--- config.mk ---
export PLATFORM = sky130hd
export DESIGN_NAME = ext_pipe
export DESIGN_NICKNAME = d
export VERILOG_FILES = /design/src/rtl/ext_pkg.sv /design/src/rtl/ext_core.sv /design/src/rtl/ext_pipe.sv
export SDC_FILE = /design/constraint.sdc
export NUM_CORES = 1
export LEC_CHECK = 0
export BUFFER_PORTS_ARGS = -buffer_cell sky130_fd_sc_hd__buf_2
export CAP_MARGIN = 25
export CELL_PAD_IN_SITES_DETAIL_PLACEMENT = 1
export CELL_PAD_IN_SITES_GLOBAL_PLACEMENT = 2
export CORE_MARGIN = 3
export CORE_UTILIZATION = 39
export DETAILED_ROUTE_END_ITERATION = 16
export PLACE_DENSITY_LB_ADDON = 0.12
export SLEW_MARGIN = 30
export SYNTH_ARGS = -nofsm -noshare
export SYNTH_HDL_FRONTEND = slang
export SYNTH_HIERARCHICAL = 1
export SYNTH_SLANG_ARGS = --single-unit
--- constraint.sdc ---
create_clock -name clk -period 7 [get_ports clk]
set_clock_uncertainty 0.15 [all_clocks]
set_input_delay 0.7 -clock clk [delete_from_list [all_inputs] [get_ports clk]]
set_output_delay 0.7 -clock clk [all_outputs]
set_load 0.01 [all_outputs]
--- src/rtl/ext_pkg.sv ---
// ext_pkg: shared types and constants for the ext_pipe extension unit.
package ext_pkg;

  // Width of the extension-mode field.
  localparam int EXT_MODE_W = 2;

  // Extension modes.
  typedef enum logic [EXT_MODE_W-1:0] {
    EXT_SEXT = 2'd0,
    EXT_ZEXT = 2'd1,
    EXT_HIGH = 2'd2,
    EXT_ONES = 2'd3
  } ext_mode_e;

endpackage

--- src/rtl/ext_core.sv ---
// ext_core: purely combinational field extension.
// Takes the low in_len bits of in_data and widens them to OUTWIDTH bits
// according to in_mode. Illegal lengths give err=1 and data=0.
module ext_core
  import ext_pkg::*;
#(
  parameter int INWIDTH  = 15,
  parameter int OUTWIDTH = 32,
  parameter int LENW     = $clog2(INWIDTH + 1)
) (
  input  logic [INWIDTH-1:0]    in_data,
  input  logic [LENW-1:0]       in_len,
  input  logic [EXT_MODE_W-1:0] in_mode,
  output logic [OUTWIDTH-1:0]   data,
  output logic                  err
);

  logic [OUTWIDTH-1:0] src;
  logic                msb;
  logic                fill;
  int                  len;
  ext_mode_e           mode;

  assign src  = OUTWIDTH'(in_data);
  assign len  = int'(in_len);
  assign mode = ext_mode_e'(in_mode);

  // Extract the field top bit and build the extended result.
  always_comb begin
    err  = (len == 0) || (len > INWIDTH);
    msb  = 1'b0;
    fill = 1'b0;
    data = '0;

    for (int i = 0; i < INWIDTH; i++) begin
      if (i == len - 1) msb = in_data[i];
    end

    case (mode)
      EXT_SEXT: fill = msb;
      EXT_ONES: fill = 1'b1;
      default:  fill = 1'b0;
    endcase

    if (!err) begin
      if (mode == EXT_HIGH) begin
        // Field is left-justified; bits below it stay zero.
        for (int j = 0; j < INWIDTH; j++) begin
          if (j < len) data[OUTWIDTH - len + j] = src[j];
        end
      end else begin
        for (int i = 0; i < OUTWIDTH; i++) begin
          data[i] = (i < len) ? src[i] : fill;
        end
      end
    end
  end

endmodule

--- src/rtl/ext_pipe.sv ---
// ext_pipe: registered valid/ready wrapper around ext_core.
// Default build keeps a single output register; in_ready is combinational
// in out_ready. Defining EXT_SKID_EN adds a 2-entry skid buffer so in_ready
// becomes a registered signal independent of out_ready.
// Data registers are not reset; out_data/out_err are forced to 0 whenever
// out_valid is low, so reset only needs to clear the control state.
module ext_pipe
  import ext_pkg::*;
#(
  parameter int INWIDTH  = 15,
  parameter int OUTWIDTH = 32,
  localparam int LENW    = $clog2(INWIDTH + 1)
) (
  input  logic                  clk,
  input  logic                  rst,
  input  logic                  in_valid,
  output logic                  in_ready,
  input  logic [INWIDTH-1:0]    in_data,
  input  logic [LENW-1:0]       in_len,
  input  logic [EXT_MODE_W-1:0] in_mode,
  output logic                  out_valid,
  input  logic                  out_ready,
  output logic [OUTWIDTH-1:0]   out_data,
  output logic                  out_err
);

  logic [OUTWIDTH-1:0] core_data;
  logic                core_err;
  logic                acc;

  ext_core #(
    .INWIDTH (INWIDTH),
    .OUTWIDTH(OUTWIDTH),
    .LENW    (LENW)
  ) u_core (
    .in_data(in_data),
    .in_len (in_len),
    .in_mode(in_mode),
    .data   (core_data),
    .err    (core_err)
  );

  assign acc = in_valid && in_ready;

`ifdef EXT_SKID_EN

  logic [1:0]          cnt_q, cnt_d;
  logic                rdy_q, rdy_d;
  logic [OUTWIDTH-1:0] head_data_q, spare_data_q;
  logic                head_err_q, spare_err_q;
  logic                drn;
  logic                ld_head_new, ld_head_spare, ld_spare;

  assign drn       = (cnt_q != 2'd0) && out_ready;
  assign in_ready  = rdy_q && !rst;
  assign out_valid = (cnt_q != 2'd0);
  assign out_data  = out_valid ? head_data_q : '0;
  assign out_err   = out_valid && head_err_q;

  // Occupancy update and routing of new/spare entries into the head slot.
  always_comb begin
    cnt_d         = cnt_q;
    ld_head_new   = 1'b0;
    ld_head_spare = 1'b0;
    ld_spare      = 1'b0;
    case (cnt_q)
      2'd0: begin
        if (acc) begin
          ld_head_new = 1'b1;
          cnt_d       = 2'd1;
        end
      end
      2'd1: begin
        if (acc && drn) begin
          ld_head_new = 1'b1;
        end else if (acc) begin
          ld_spare = 1'b1;
          cnt_d    = 2'd2;
        end else if (drn) begin
          cnt_d = 2'd0;
        end
      end
      2'd2: begin
        // in_ready is low when full, so only a drain can happen here.
        if (drn) begin
          ld_head_spare = 1'b1;
          cnt_d         = 2'd1;
        end
      end
      default: cnt_d = 2'd0;
    endcase
    rdy_d = (cnt_d != 2'd2);
  end

  // Control state: occupancy and registered ready.
  always_ff @(posedge clk) begin
    if (rst) begin
      cnt_q <= 2'd0;
      rdy_q <= 1'b1;
    end else begin
      cnt_q <= cnt_d;
      rdy_q <= rdy_d;
    end
  end

  // Data storage for the head and spare entries.
  always_ff @(posedge clk) begin
    if (ld_head_new) begin
      head_data_q <= core_data;
      head_err_q  <= core_err;
    end else if (ld_head_spare) begin
      head_data_q <= spare_data_q;
      head_err_q  <= spare_err_q;
    end
    if (ld_spare) begin
      spare_data_q <= core_data;
      spare_err_q  <= core_err;
    end
  end

`else

  logic                vld_q, vld_d;
  logic [OUTWIDTH-1:0] data_q;
  logic                err_q;

  assign in_ready  = !rst && (!vld_q || out_ready);
  assign vld_d     = acc || (vld_q && !out_ready);
  assign out_valid = vld_q;
  assign out_data  = vld_q ? data_q : '0;
  assign out_err   = vld_q && err_q;

  // Output-valid control.
  always_ff @(posedge clk) begin
    if (rst) vld_q <= 1'b0;
    else     vld_q <= vld_d;
  end

  // Capture the extended result on acceptance.
  always_ff @(posedge clk) begin
    if (acc) begin
      data_q <= core_data;
      err_q  <= core_err;
    end
  end

`endif

endmodule

==> impl_metrics.yaml, run 1 <==
timing:
  max_freq_mhz: 167
  slew_viol_final: 0
  period_needed_ns: 5.99
  postLayoutSetupSlackWorst_ns: 1.01
  setup_repair_after_global_routing_missed_its_margin: "no"
  final-hold-violation-count: 0
  worst_slew_pin_slew_ns: 1.04
  timing.max_slew.rel_slack_pct: 29.6
  final.period_utilization_pct: 85.6
  totalNegativeSetupSlack_ns: 0
  setup_violations: 0
floorplanning:
  floorplan.initialDensity_pct: 39.9
  design.core.area_mm2: 0.0244
  die_area_mm2: 0.0269
  floorplan.die.height_um: 164
  chipWidth_um: 164
  io_count: 60
  floorplan.rows: 57
final_layout:
  layout_common_cells: "nand2_1, nor2_1, nand3_1"
  layout-drive-gt1-share_pct: 14.5
  nNetsFinal: 1479
  syn2layout_area_growth_pct: 7.02
  final_cell_area_mm2: 0.0104
  layout_commonest_cell: "nand2_1"
yosys:
  synth_top_family_by_area: "compound AO/OA/AOI/OAI gates"
  synthesis.area_mm2: 0.00974
  synth_xor_xnor_area_share_pct: 2.66
  synth.yosys.warnings: 6
  syn-instance-count: 1455
  synthMuxAreaShare_pct: 3.47
  synth-compound-area-share_pct: 38.3
  adder_cell_share_of_the_synthesized_area_pct: 2.18
  synth-simple-area-share_pct: 36.4
  synthesized_flop_and_latch_total: 34
  synth.net_count: 1497
  syn_area_per_cell_um2: 6.69
  synth_cell_types: 100
  proportion_of_synthesized_flip_flops_having_asynchronous_set_or_reset_pct: 0
  share_of_the_yosys_chip_area_belonging_to_registers_pct: 10.4
  ys_dominant_reg_cell: "edfxtp_1"
  synth-edff-count: 33
worst_setup_path:
  critical_path.reg2reg.endpoint: "err_q$_DFFE_PP_"
  r2r_start: "out_valid$_SDFF_PP0_"
  crit_fanout: 38
  critPathCaptureType: "register"
  crit_end: "data_q[11]$_DFFE_PP_"
  rrSetupSlack_ns: 5.24
  setup.worst_path.start: "in_len[1]"
  critPathRequiredTime_ns: 6.90
  critPathLaunchType: "input port"
  criticalPathCategory: "input port to register"
  critical_path_arrival_ns: 5.89
  worstRegToRegCells: 3
place:
  placed_area_mm2: 0.0102
  pre_cts_setup_slack_ns: 1.01
  total_half_perimeter_wirelength_after_legalization_and_detailed_placement_mm: 48.3
  numPortBuffers: 59
  gp_congestion: 1.12
drt:
  wire_per_inst_um: 36.1
  dr.pass1.iters: 5
  num_vias: 13814
  vias_per_cell: 7.84
  antenna_violating_nets_post_route: 0
  drt_drc_violations_left: 0
  totalWireLength_mm: 63.6
  drt-initial-drc-count: 2396
global_routing:
  number_of_global_route_vias_before_repair: 12856
  globalRouteOverflowTotal: 0
  antenna_violations_before_repair: 4
  grt_use_total_pct: 46.1
  pin_count_of_the_biggest_net_entering_global_routing: 51
  first_pass_grt_wire_length_mm: 91.4
cts:
  h-tree-depth: 2
  post_cts_resized: 0
  clkLatencyLatePin_ns: 0.29
  clock_sink_count: 34
  max-clock-path-buffers: 2
  clkSlewWorstSetupHoldPaths_ns: 0.06
  hold_buffers: 0
  cts_tree: "yes"
  numCtsBuffers: 5
  cts_root_buf: "clkbuf_16"
  postCtsSetupRepairBufs: 0
flow_run:
  max_cap_viol_count: 0
power:
  total_leakage_power_uw: 0.00333
  vdd_ir_drop_max_uv: 99.5
  power_per_cell_area_mw_per_mm2: 133
outcome:
  status: "completed"
min_path:
  hold_path.class: "input port to register"
  worstHoldStart: "in_valid"
[per-stage QoR]
stage          hold slack, ns  power, uW  instances  utilization, %
6_report                0.500       1390       1763            42.7
5_1_grt                 0.497       1420       1762            42.7
4_1_cts                 0.498       1340       1762            42.6
3_5_place_dp            0.798       1030       1754            41.9
3_3_place_gp            0.796       1030       1753            41.7
2_1_floorplan           0.579        724       1455               -
[worst max-delay path: stages]
cell       delay, ns
buf_2           0.60
inv_1           0.20
ha_1            0.26
xnor2_1         0.13
buf_4           0.23
inv_1           0.33
ha_1            0.77
xnor3_1         0.69
o2111ai_1       0.55
nor3_1          0.63
o22ai_1         0.20
o221ai_1        0.11
a21oi_1         0.09
a21oi_1         0.39
[state kept, by name, indices dropped and copies added, names as in the netlist]
signal and count:
data_q 32, err_q 1, out_valid 1
[cell type report]
| type | instances | area [um^2] |
|---|---|---|
| fillers | 3205 | 14000 |
| multi-input cells | 1277 | 8130 |
| flip-flops and latches | 34 | 1010 |
| repair buffers | 96 | 579 |
| well taps | 324 | 405 |
| clock buffers | 5 | 125 |
| inverters | 23 | 91.3 |
| clock inverters | 3 | 68.8 |
| diodes | 1 | 2.50 |
[synth_stat cells, drive strengths merged (8+ instances only)]
cell type / instances / area, um^2
or3: 25 / 156
buf: 44 / 256
o32ai: 11 / 96.3
o311ai: 15 / 131
nand3b: 9 / 67.6
and3: 21 / 131
nor3: 74 / 385
mux2: 14 / 158
a32oi: 11 / 96.3
a211oi: 29 / 218
a221oi: 8 / 76.3
o21a: 14 / 105
clkbuf: 77 / 293
xnor2: 15 / 180
o211ai: 22 / 165
o22ai: 34 / 213
o221ai: 22 / 193
nor2: 141 / 529
inv: 21 / 78.8
a21boi: 8 / 60.1
a21o: 12 / 90.1
nand2: 171 / 647
mux2i: 18 / 180
o31ai: 19 / 143
edfxtp: 33 / 991
o21ai: 72 / 360
a21oi: 80 / 400
nand3: 81 / 405
o2111ai: 15 / 131
a31oi: 38 / 244
a22oi: 12 / 90.1
nand4: 15 / 93.8
nor4: 18 / 119
nor2b: 20 / 140
a311oi: 10 / 87.6
nand2b: 20 / 125
ha: 17 / 213
and2: 56 / 392
[worst min-delay path by stage]
| stage | to | slack [ns] | cells after the start |
|---|---|---|---|
| final | out_valid$_SDFF_PP0_ | 0.50 | 2 |
| after global routing | out_valid$_SDFF_PP0_ | 0.50 | 2 |
| after CTS | out_valid$_SDFF_PP0_ | 0.50 | 2 |
| after detailed placement | out_valid$_SDFF_PP0_ | 0.80 | 2 |
| after global placement | out_valid$_SDFF_PP0_ | 0.80 | 2 |
| after floorplan | out_valid$_SDFF_PP0_ | 0.58 | 2 |
[routing by layer]
layer	GRT usage, %	up-vias	part of all wire (%)
met2	68.1	1313	40
met4	26.8	8	7.9
met1	60.4	6538	38
met5	0	-	0.086
li1	-	5628	-
met3	12.2	327	14
[cell families (layout without fill, tap and decap cells)]
| group | Yosys count | after routing |
|---|---|---|
| adder cells (fa/ha/maj) | 17 | 17 |
| flip-flops | 34 | 34 |
| XOR/XNOR | 19 | 19 |
| multiplexers | 32 | 32 |
| AO/OA/AOI/OAI | 515 | 515 |
| other | 0 | 1 |
| AND/OR/NAND/NOR | 694 | 694 |
| buffers and inverters | 144 | 127 |
[where the power goes]
group	total [uW]	switching, uW	leakage [uW]	internal [uW]
Clock	304	98.7	0.0000940	205
Sequential	247	6.28	0.000319	241
Combinational	837	625	0.00291	212
Note: power is estimated with default switching activity, not from simulation.
==> run 2, diff against run 1 <==
- CORE_UTILIZATION: 39 -> 36
- clock period: 7 -> 5.9 ns (I/O delays scaled with it)
==> impl_metrics.yaml, run 2 (synthesis results as in run 1) <==
worst_setup_path:
  buffer_and_inverter_count_on_the_worst_path: 4
  crit_chain: "buf_2, buf_4, or4_1, nand2_1, inv_1, ha_1, inv_1, nand2_1, o211ai_1, nand2_1, and3_1, nor4b_1, nor4_1, a2111oi_2"
  criticalPathCategory: "input port to register"
  worstRegToRegCells: 3
  critical_path_arrival_ns: 5.38
  rrSetupSlack_ns: 4.03
  r2r_start: "out_valid$_SDFF_PP0_"
  most_numerous_cell_on_the_critical_path: "nand2_1"
  critPathLaunchType: "input port"
  timing.critical_path.max_delay_family: "simple AND/OR/NAND/NOR gates"
  worst_path_max_delay_cell: "nor4b_1"
  critPathRequiredTime_ns: 5.84
  critPathCaptureType: "register"
  slowest_delay_ns: 0.78
  critical_path.reg2reg.endpoint: "data_q[3]$_DFFE_PP_"
  crit_fanout: 23
drt:
  drt_drc_violations_left: 0
  vias_per_cell: 7.61
  wire_per_inst_um: 36.0
  drt-initial-drc-count: 2245
  dr.pass1.iters: 5
  antenna_violating_nets_post_route: 0
  num_vias: 13655
  totalWireLength_mm: 64.6
power:
  vdd_ir_drop_max_uv: 124
  power_per_cell_area_mw_per_mm2: 155
  total_leakage_power_uw: 0.00342
  p_total_uw: 1640
floorplanning:
  floorplan.initialDensity_pct: 36.9
  io_count: 60
  die_area_mm2: 0.0291
  chipWidth_um: 170
  floorplan.rows: 59
  design.core.area_mm2: 0.0264
  floorplan.die.height_um: 170
timing:
  setup_repair_after_global_routing_missed_its_margin: "no"
  max_freq_mhz: 184
  worst_slew_pin_slew_ns: 1.14
  slew_viol_final: 0
  period_needed_ns: 5.44
  timing.max_slew.rel_slack_pct: 23.8
  final-hold-violation-count: 0
  final.period_utilization_pct: 92.2
  setup_violations: 0
  postLayoutSetupSlackWorst_ns: 0.461
  totalNegativeSetupSlack_ns: 0
  hold_slack_ns: 0.396
cts:
  cts_root_buf: "clkbuf_16"
  max-clock-path-buffers: 2
  cts_tree: "yes"
  hold_buffers: 0
  clock_sink_count: 34
  post_cts_resized: 0
  postCtsSetupRepairBufs: 0
  clkLatencyLatePin_ns: 0.28
  numCtsBuffers: 5
  h-tree-depth: 2
  clkSlewWorstSetupHoldPaths_ns: 0.05
final_layout:
  antennaDiodeCount: 0
  layout_common_cells: "nand2_1, nor2_1, nand3_1"
  layout_commonest_cell: "nand2_1"
  layout-drive-gt1-share_pct: 15.3
  syn2layout_area_growth_pct: 8.47
  number_of_flip_flops_in_the_largest_register: 32
  nNetsFinal: 1501
  registers.top_by_ff_count: "data_q"
global_routing:
  antenna_violations_before_repair: 2
  first_pass_grt_wire_length_mm: 92.5
  number_of_global_route_vias_before_repair: 12891
  globalRouteOverflowTotal: 0
  pin_count_of_the_biggest_net_entering_global_routing: 99
  grt_use_total_pct: 43.1
min_path:
  hold_path.class: "input port to register"
  min_path_cells: 2
  worstHoldStart: "in_valid"
  timing.hold.worst_endpoint: "out_valid$_SDFF_PP0_"
outcome:
  status: "completed"
flow_run:
  max_cap_viol_count: 0
place:
  total_half_perimeter_wirelength_after_legalization_and_detailed_placement_mm: 49.6
  numPortBuffers: 59
  gp_congestion: 1.11
  pre_cts_setup_slack_ns: 0.395
==> run 2: where the power goes <==
part / switching [uW] / total (uW) / internal (uW) / leakage, uW
combinational: 740 / 1000 / 263 / 0.00301
sequential: 5.65 / 292 / 286 / 0.000319
clock: 100 / 341 / 240 / 0.0000915
total: 846 / 1640 / 790 / 0.00342
==> run 2: worst max-delay path by stage <==
stage | from | endpoint | cells past startpoint
after floorplan | in_len[1] | data_q[19]$_DFFE_PP_ | 17
after global placement | in_len[1] | data_q[28]$_DFFE_PP_ | 15
after detailed placement | in_len[1] | data_q[28]$_DFFE_PP_ | 15
after CTS | in_len[1] | data_q[28]$_DFFE_PP_ | 15
after global routing | in_len[1] | data_q[28]$_DFFE_PP_ | 15
final | in_len[1] | data_q[14]$_DFFE_PP_ | 14
==> run 2: metal layers <==
metal  up-vias  wire (um)  share of wire (%)  global-route usage, %
li1       5666          -                  -                      -
met1      6656      25800                 40                   57.2
met2      1056      27000                 42                   65.7
met3       273       6830                 11                   7.85
met4         4       5050                7.8                   24.3
met5         -         24              0.037                      0
==> run 2: final cells by class <==
| class | count | area, um^2 |
|---|---|---|
| clock buffers | 5 | 125 |
| clock inverters | 3 | 63.8 |
| fillers | 3448 | 15800 |
| inverters | 23 | 91.3 |
| multi-input cells | 1277 | 8100 |
| flip-flops and latches | 34 | 1010 |
| well taps | 335 | 419 |
| repair buffers | 118 | 753 |
==> run 2: worst reg2reg max path, cell delays in order (launching register included) <==
cell,delay [ns]
dfxtp_1,0.55
nor2b_4,0.26
nor3b_2,0.16
buf_4,0.40
==> run 2: stage by stage <==
step / std cells / util [%] / cell area, um^2
finish: 1795 / 40.1 / 10600
global route: 1795 / 40.1 / 10600
CTS: 1795 / 40.1 / 10600
detailed placement: 1787 / 39.3 / 10400
global placement: 1787 / 39.3 / 10400
floorplan: 1455 / - / 9740
